$ cat src/rtl/pipe_hazard_ctrl.sv
// Stall/flush sequencer for the 5-stage MIPS pipeline: load-use interlock,
// taken-branch flush, variable-latency data-memory freeze and pipeline statistics.
module pipe_hazard_ctrl #(
  parameter int unsigned WAIT_LIMIT = 16,
  parameter int unsigned CNT_W      = 16
) (
  input  logic             clk,
  input  logic             reset,
  input  logic [4:0]       id_rs,
  input  logic [4:0]       id_rt,
  input  logic             ex_memread,
  input  logic [4:0]       ex_rt,
  input  logic             mem_memread,
  input  logic             mem_memwrite,
  input  logic             mem_branch_taken,
  input  logic             dmem_ready,
  output logic             dmem_req,
  output logic             pc_write,
  output logic             pc_sel_branch,
  output logic             ifid_write,
  output logic             ifid_flush,
  output logic             idex_write,
  output logic             idex_flush,
  output logic             exmem_write,
  output logic             exmem_flush,
  output logic             memwb_bubble,
  output logic             mem_error,
  output logic [CNT_W-1:0] stall_cycles,
  output logic [CNT_W-1:0] flush_events
);

  localparam int unsigned WCW = (WAIT_LIMIT > 1) ? $clog2(WAIT_LIMIT) : 1;
  localparam logic [WCW-1:0] WAIT_LAST = WCW'(WAIT_LIMIT - 1);

  localparam logic [0:0] S_RUN      = 1'b0;
  localparam logic [0:0] S_MEM_WAIT = 1'b1;

  logic [0:0]     state, state_nxt;
  logic [WCW-1:0] wait_cnt, wait_cnt_nxt;
  logic           mem_access, load_use;
  logic           freeze, complete, set_err;
  logic           stall_inc, flush_inc;

  assign mem_access = mem_memread | mem_memwrite;
  assign load_use   = ex_memread & (ex_rt != 5'd0) & ((ex_rt == id_rs) | (ex_rt == id_rt));

  always_comb begin
    freeze   = 1'b0;
    complete = 1'b0;
    if (state == S_RUN) begin
      freeze = mem_access & ~dmem_ready;
    end else begin
      freeze   = ~dmem_ready & (wait_cnt != WAIT_LAST);
      complete = ~freeze;
    end
  end

  // Pipeline controls; reset overrides everything, freeze masks branch and load-use.
  always_comb begin
    pc_write      = 1'b1;
    ifid_write    = 1'b1;
    idex_write    = 1'b1;
    exmem_write   = 1'b1;
    pc_sel_branch = 1'b0;
    ifid_flush    = 1'b0;
    idex_flush    = 1'b0;
    exmem_flush   = 1'b0;
    memwb_bubble  = 1'b0;
    dmem_req      = 1'b0;
    if (reset) begin
      pc_write     = 1'b0;
      ifid_write   = 1'b0;
      idex_write   = 1'b0;
      exmem_write  = 1'b0;
      ifid_flush   = 1'b1;
      idex_flush   = 1'b1;
      exmem_flush  = 1'b1;
      memwb_bubble = 1'b1;
    end else begin
      dmem_req = ((state == S_RUN) & mem_access) | (state == S_MEM_WAIT);
      if (freeze) begin
        pc_write     = 1'b0;
        ifid_write   = 1'b0;
        idex_write   = 1'b0;
        exmem_write  = 1'b0;
        memwb_bubble = 1'b1;
      end else if (mem_branch_taken) begin
        pc_sel_branch = 1'b1;
        ifid_flush    = 1'b1;
        idex_flush    = 1'b1;
        exmem_flush   = 1'b1;
      end else if (load_use) begin
        pc_write   = 1'b0;
        ifid_write = 1'b0;
        idex_flush = 1'b1;
      end
    end
  end

  always_comb begin
    state_nxt    = state;
    wait_cnt_nxt = wait_cnt;
    set_err      = 1'b0;
    if (freeze) begin
      state_nxt    = S_MEM_WAIT;
      wait_cnt_nxt = (state == S_RUN) ? '0 : wait_cnt + WCW'(1);
    end else if (complete) begin
      state_nxt    = S_RUN;
      wait_cnt_nxt = '0;
      set_err      = ~dmem_ready;
    end
  end

  assign stall_inc = ~reset & ~pc_write;
  assign flush_inc = ~reset & ~freeze & mem_branch_taken;

  always_ff @(posedge clk) begin
    if (reset) begin
      state        <= S_RUN;
      wait_cnt     <= '0;
      mem_error    <= 1'b0;
      stall_cycles <= '0;
      flush_events <= '0;
    end else begin
      state    <= state_nxt;
      wait_cnt <= wait_cnt_nxt;
      if (set_err) mem_error <= 1'b1;
      if (stall_inc && (stall_cycles != '1)) stall_cycles <= stall_cycles + CNT_W'(1);
      if (flush_inc && (flush_events != '1)) flush_events <= flush_events + CNT_W'(1);
    end
  end

endmodule

$ cat config.mk
export PLATFORM = sky130hd
export DESIGN_NAME = pipe_hazard_ctrl
export DESIGN_NICKNAME = d
export VERILOG_FILES = /design/src/rtl/pipe_hazard_ctrl.sv
export SDC_FILE = /design/constraint.sdc
export NUM_CORES = 1
export LEC_CHECK = 0
export CORE_AREA = 2 2 63 80
export DETAILED_ROUTE_END_ITERATION = 8
export DIE_AREA = 0 0 65 82
export PLACE_DENSITY = 0.75
export SLEW_MARGIN = 30
export SYNTH_ARGS = -nofsm -noshare
export SYNTH_HDL_FRONTEND = slang
export SYNTH_SLANG_ARGS = --single-unit
export TNS_END_PERCENT = 20
$ cat constraint.sdc
create_clock -name clk -period 2.5 [get_ports clk]
set_input_delay 0.25 -clock clk [delete_from_list [all_inputs] [get_ports clk]]
set_output_delay 0.25 -clock clk [all_outputs]
set_load 0.02 [all_outputs]
==> flow_summary.rst, run 1 <==
.. list-table::
   :header-rows: 1

   * - Metric
     - Value
   * - Number of library cell types mapped by synthesis
     - 45
   * - Power density relative to cell area
     - 427 nW/um2
   * - Antenna violations before repair
     - 0
   * - Cell with the largest stage delay on the worst path
     - sky130_fd_sc_hd__clkdlybuf4s50_1
   * - Grt peak-use layer
     - met2
   * - Io pins
     - 65
   * - R2r endpoint
     - stall_cycles[6]
   * - Aggregate global routing overflow
     - 0
   * - R2r setup slk
     - 0.32 ns
   * - Critical setup path kind
     - reg2out
   * - Met1 Use GR
     - 0.246
   * - Leading cell type in the layout, fill and taps excluded
     - sky130_fd_sc_hd__clkdlybuf4s50_1
   * - Vias in the first global route
     - 1809
   * - Net switching power
     - 317 uW
   * - Clock latency on the worst-skew pair
     - 0.29 ns
   * - Number of warning messages in the yosys log
     - 0
   * - Most used flip-flop cell after synthesis
     - sky130_fd_sc_hd__dfxtp_1
   * - Max Buffers Root-to-Sink
     - 2
   * - Via-per-instance ratio
     - 5.36
   * - Final core utilization
     - 0.637
   * - Routed wire per std cell
     - 12.9 um
   * - Final min period
     - 2.40 ns
   * - Status
     - finished clean
   * - HPWL after DPL
     - 3.58 mm
   * - Ratio of final minimum period to clock period
     - 0.960
   * - Global-route wire length before repair
     - 8.15 mm
   * - Final hold slack
     - 0.473 ns
   * - Count of unresolved DRC violations after routing
     - 0
   * - Worst rel slew slack
     - 0.637
   * - Post-synthesis sequential element count
     - 38
   * - Max-slew violation total from the final report
     - 0
   * - Cells after synthesis
     - 250
   * - Post-synth EDFFs
     - 0
   * - Number of buffers added by the clock tree synthesis step
     - 5
   * - Global routing met2 resource utilization
     - 0.315
   * - Count of buffers inserted at the top-level ports
     - 64
   * - Die footprint
     - 5330 um2
   * - Worst IR Drop VDD
     - 241 uV
   * - Largest net degree at the start of global routing
     - 30
   * - RSZ-0062 raised after global routing
     - true
   * - Fmax achieved
     - 417 MHz
   * - Sequential fraction of the synthesis area
     - 0.371
   * - Setup-violating endpoint count in the final report
     - 0
   * - Sequential cell area
     - 761 um2
   * - Net count after synthesis
     - 275
   * - Slew of the pin with the lowest slew margin
     - 0.541 ns
   * - Clock Root Buffer
     - sky130_fd_sc_hd__clkbuf_8
   * - Clock-pin slew on the worst setup and hold paths
     - 0.07 ns
   * - Netlist area before placement
     - 2050 um2
   * - Critical path data arrival time
     - 2.15 ns
   * - Proportion of register bits with asynchronous set or reset after synthesis
     - 0
   * - Leakage component of the power
     - 0.00105 uW
   * - Post-Route WL
     - 4.93 mm
   * - Die width
     - 65 um
   * - Final Wtd Congestion
     - 0.887
   * - Post-Synthesis Mean Instance Area
     - 8.20 um2
   * - Number of fillers in the final layout
     - 406
   * - Path depth of the worst reg2reg path
     - 8
   * - Worst Setup SP
     - wait_cnt[0]
   * - Worst path depth
     - 7
   * - Logic pwr share
     - 0.157
   * - Largest fanout of any net on the critical path
     - 5
   * - Layout Area Growth over Synthesis
     - 42.6%
   * - Hold bufs inserted after CTS
     - 0
   * - Reg power frac
     - 0.496
   * - Type of destination of the critical path
     - primary output
   * - CTS tree
     - yes
   * - Number of rows created at floorplan
     - 28
   * - NumNets Final
     - 345
   * - Total number of vias
     - 2041
   * - Cells along the critical path
     - ha_1 > a31oi_4 > nor2b_1 > nor2_2 > nor2_1 > inv_1 > clkdlybuf4s50_1
   * - Max cap viols
     - 0
   * - Hold crit path type
     - reg2reg
   * - Most used cells in the layout excluding fill and tap cells
     - sky130_fd_sc_hd__clkdlybuf4s50_1 (56), sky130_fd_sc_hd__dfxtp_1 (38), sky130_fd_sc_hd__nor2_1 (31), sky130_fd_sc_hd__nand2_1 (24), sky130_fd_sc_hd__a21oi_1 (14)
   * - Switching Share
     - 0.254
   * - Cell type group with the largest total delay on the critical path
     - buffers and inverters
   * - Clock Sink Count
     - 38
   * - Length of the first detailed-routing pass in iterations
     - 4
   * - Combined area of the multi-input logic cells
     - 1210 um2
   * - Number of buffers and inverters on the critical path
     - 2
   * - Drt first-iter violations
     - 105
   * - Internal power summed over all cells
     - 931 uW
   * - H-tree depth reported by CTS
     - 2
   * - Detail Route Antenna Nets
     - 0
   * - Required time of the critical path
     - 2.25 ns
   * - Delay of the slowest cell on the worst path
     - 0.59 ns
   * - CP Capture Point
     - memwb_bubble
   * - Starting Density
     - 0.447
   * - Total routing resource utilization after global routing
     - 0.195
   * - Met3 demand-to-capacity share in global routing
     - 0.0562
   * - Startpoint type of the worst setup path
     - flop
   * - Vertical extent of the die
     - 82 um
   * - Number of antenna diodes
     - 0
   * - Final count of hold timing violations
     - 0
   * - Relative contribution of the clock network to total power
     - 0.347
   * - Core region area
     - 4590 um2
   * - Layout Skew
     - 0.00669 ns
   * - Share of layout cells above drive strength 1
     - 0.0903
   * - Number of setup buffers added after CTS
     - 0
   * - Launching point of the worst reg2reg path
     - wait_cnt[0]
power groups by stage:
stage	clock network (uW)	registers [uW]	logic [uW]
6_report	433	619	196
5_1_grt	477	620	213
4_1_cts	445	619	197
3_5_place_dp	0	633	199
3_3_place_gp	0	633	196
2_1_floorplan	0	635	96.6
how the worst min path moves through the flow:
stage	startpoint	endpoint	slack (ns)	cells past startpoint
finish	mem_error	mem_error	0.47	2
floorplan	dmem_ready	mem_error	0.45	3
global route	stall_cycles[5]	stall_cycles[5]	0.52	2
detailed placement	mem_error	mem_error	0.46	2
CTS	mem_error	mem_error	0.48	2
global placement	mem_error	mem_error	0.46	2
metrics by stage:
stage | cells | setup slack [ns] | power (uW) | setup TNS, ns | instance area, um2
3_5_place_dp | 373 | -0.132 | 831 | -0.339 | 2810
2_1_floorplan | 250 | 0.177 | 731 | 0 | 2050
4_1_cts | 381 | -0.0935 | 1260 | -0.0935 | 2900
6_report | 381 | 0.0998 | 1250 | 0 | 2920
5_1_grt | 381 | -0.0524 | 1310 | -0.0524 | 2920
3_3_place_gp | 373 | -0.0771 | 828 | -0.216 | 2810
cells by family (layout without fill, tap and decap cells):
logic type / count (synthesis) / count (layout) / synth area share
AND/OR/NAND/NOR: 121 / 121 / 0.313
AO/OA/AOI/OAI: 40 / 40 / 0.126
flip-flops: 38 / 38 / 0.371
XOR/XNOR: 20 / 20 / 0.0855
buffers and inverters: 20 / 91 / 0.0470
multiplexers: 8 / 8 / 0.0397
adder cells (fa/ha/maj): 3 / 3 / 0.0183
registers in the layout, indices dropped and copies added (netlist names):
name / cells
mem_error: 1
flush_events: 16
state: 1
stall_cycles: 16
wait_cnt: 4
cell type report:
| class | instances | share of cell area |
|---|---|---|
| Multi-Input combinational cell | 192 | 0.414 |
| Timing Repair Buffer | 78 | 0.262 |
| Sequential cell | 38 | 0.260 |
| Clock buffer | 7 | 0.0295 |
| Tap cell | 60 | 0.0257 |
| Inverter | 5 | 0.00642 |
| Clock inverter | 1 | 0.00171 |
cells in the mapped netlist, types with 5 or more instances:
library cell	count	area (um2)
sky130_fd_sc_hd__dfxtp_1	38	761
sky130_fd_sc_hd__nor2_1	32	120
sky130_fd_sc_hd__nand2_1	24	90.1
sky130_fd_sc_hd__a21oi_1	14	70.1
sky130_fd_sc_hd__nand3_1	13	65.1
sky130_fd_sc_hd__or4_1	10	75.1
sky130_fd_sc_hd__xnor2_1	10	87.6
sky130_fd_sc_hd__xor2_1	10	87.6
sky130_fd_sc_hd__clkbuf_1	9	33.8
sky130_fd_sc_hd__mux2i_1	7	70.1
sky130_fd_sc_hd__nor3_1	7	35.0
sky130_fd_sc_hd__o21ai_0	7	35.0
sky130_fd_sc_hd__o31ai_1	7	52.6
sky130_fd_sc_hd__inv_1	5	18.8
worst register-to-register path, stage by stage, from the launching register on:
cell                      delay [ns]
sky130_fd_sc_hd__dfxtp_1        0.34
sky130_fd_sc_hd__ha_1           0.26
sky130_fd_sc_hd__a31oi_4        0.25
sky130_fd_sc_hd__mux2i_1        0.15
sky130_fd_sc_hd__buf_4          0.18
sky130_fd_sc_hd__o31a_1         0.13
sky130_fd_sc_hd__buf_12         0.17
sky130_fd_sc_hd__or4_1          0.50
sky130_fd_sc_hd__a21oi_1        0.14
routing by layer:
layer | share of wire | up-vias
li1 | - | 1038
met1 | 0.44 | 931
met2 | 0.48 | 67
met3 | 0.069 | 5
met4 | 0.015 | 0
met5 | 0 | -
timing repair:
item | in CTS | in global routing
resized for setup | 4 | 7
hold endpoints to repair | 0 | 0
endpoints found under the setup margin | 5 | 8
(Power assumes the default switching activity.)
==> run 2: changes to the inputs <==
Settings changed: ABC_CLOCK_PERIOD_IN_PS from default to 2500.
==> results of run 2 <==
No change in the layout: final DEF, timing and power equal those of run 1.
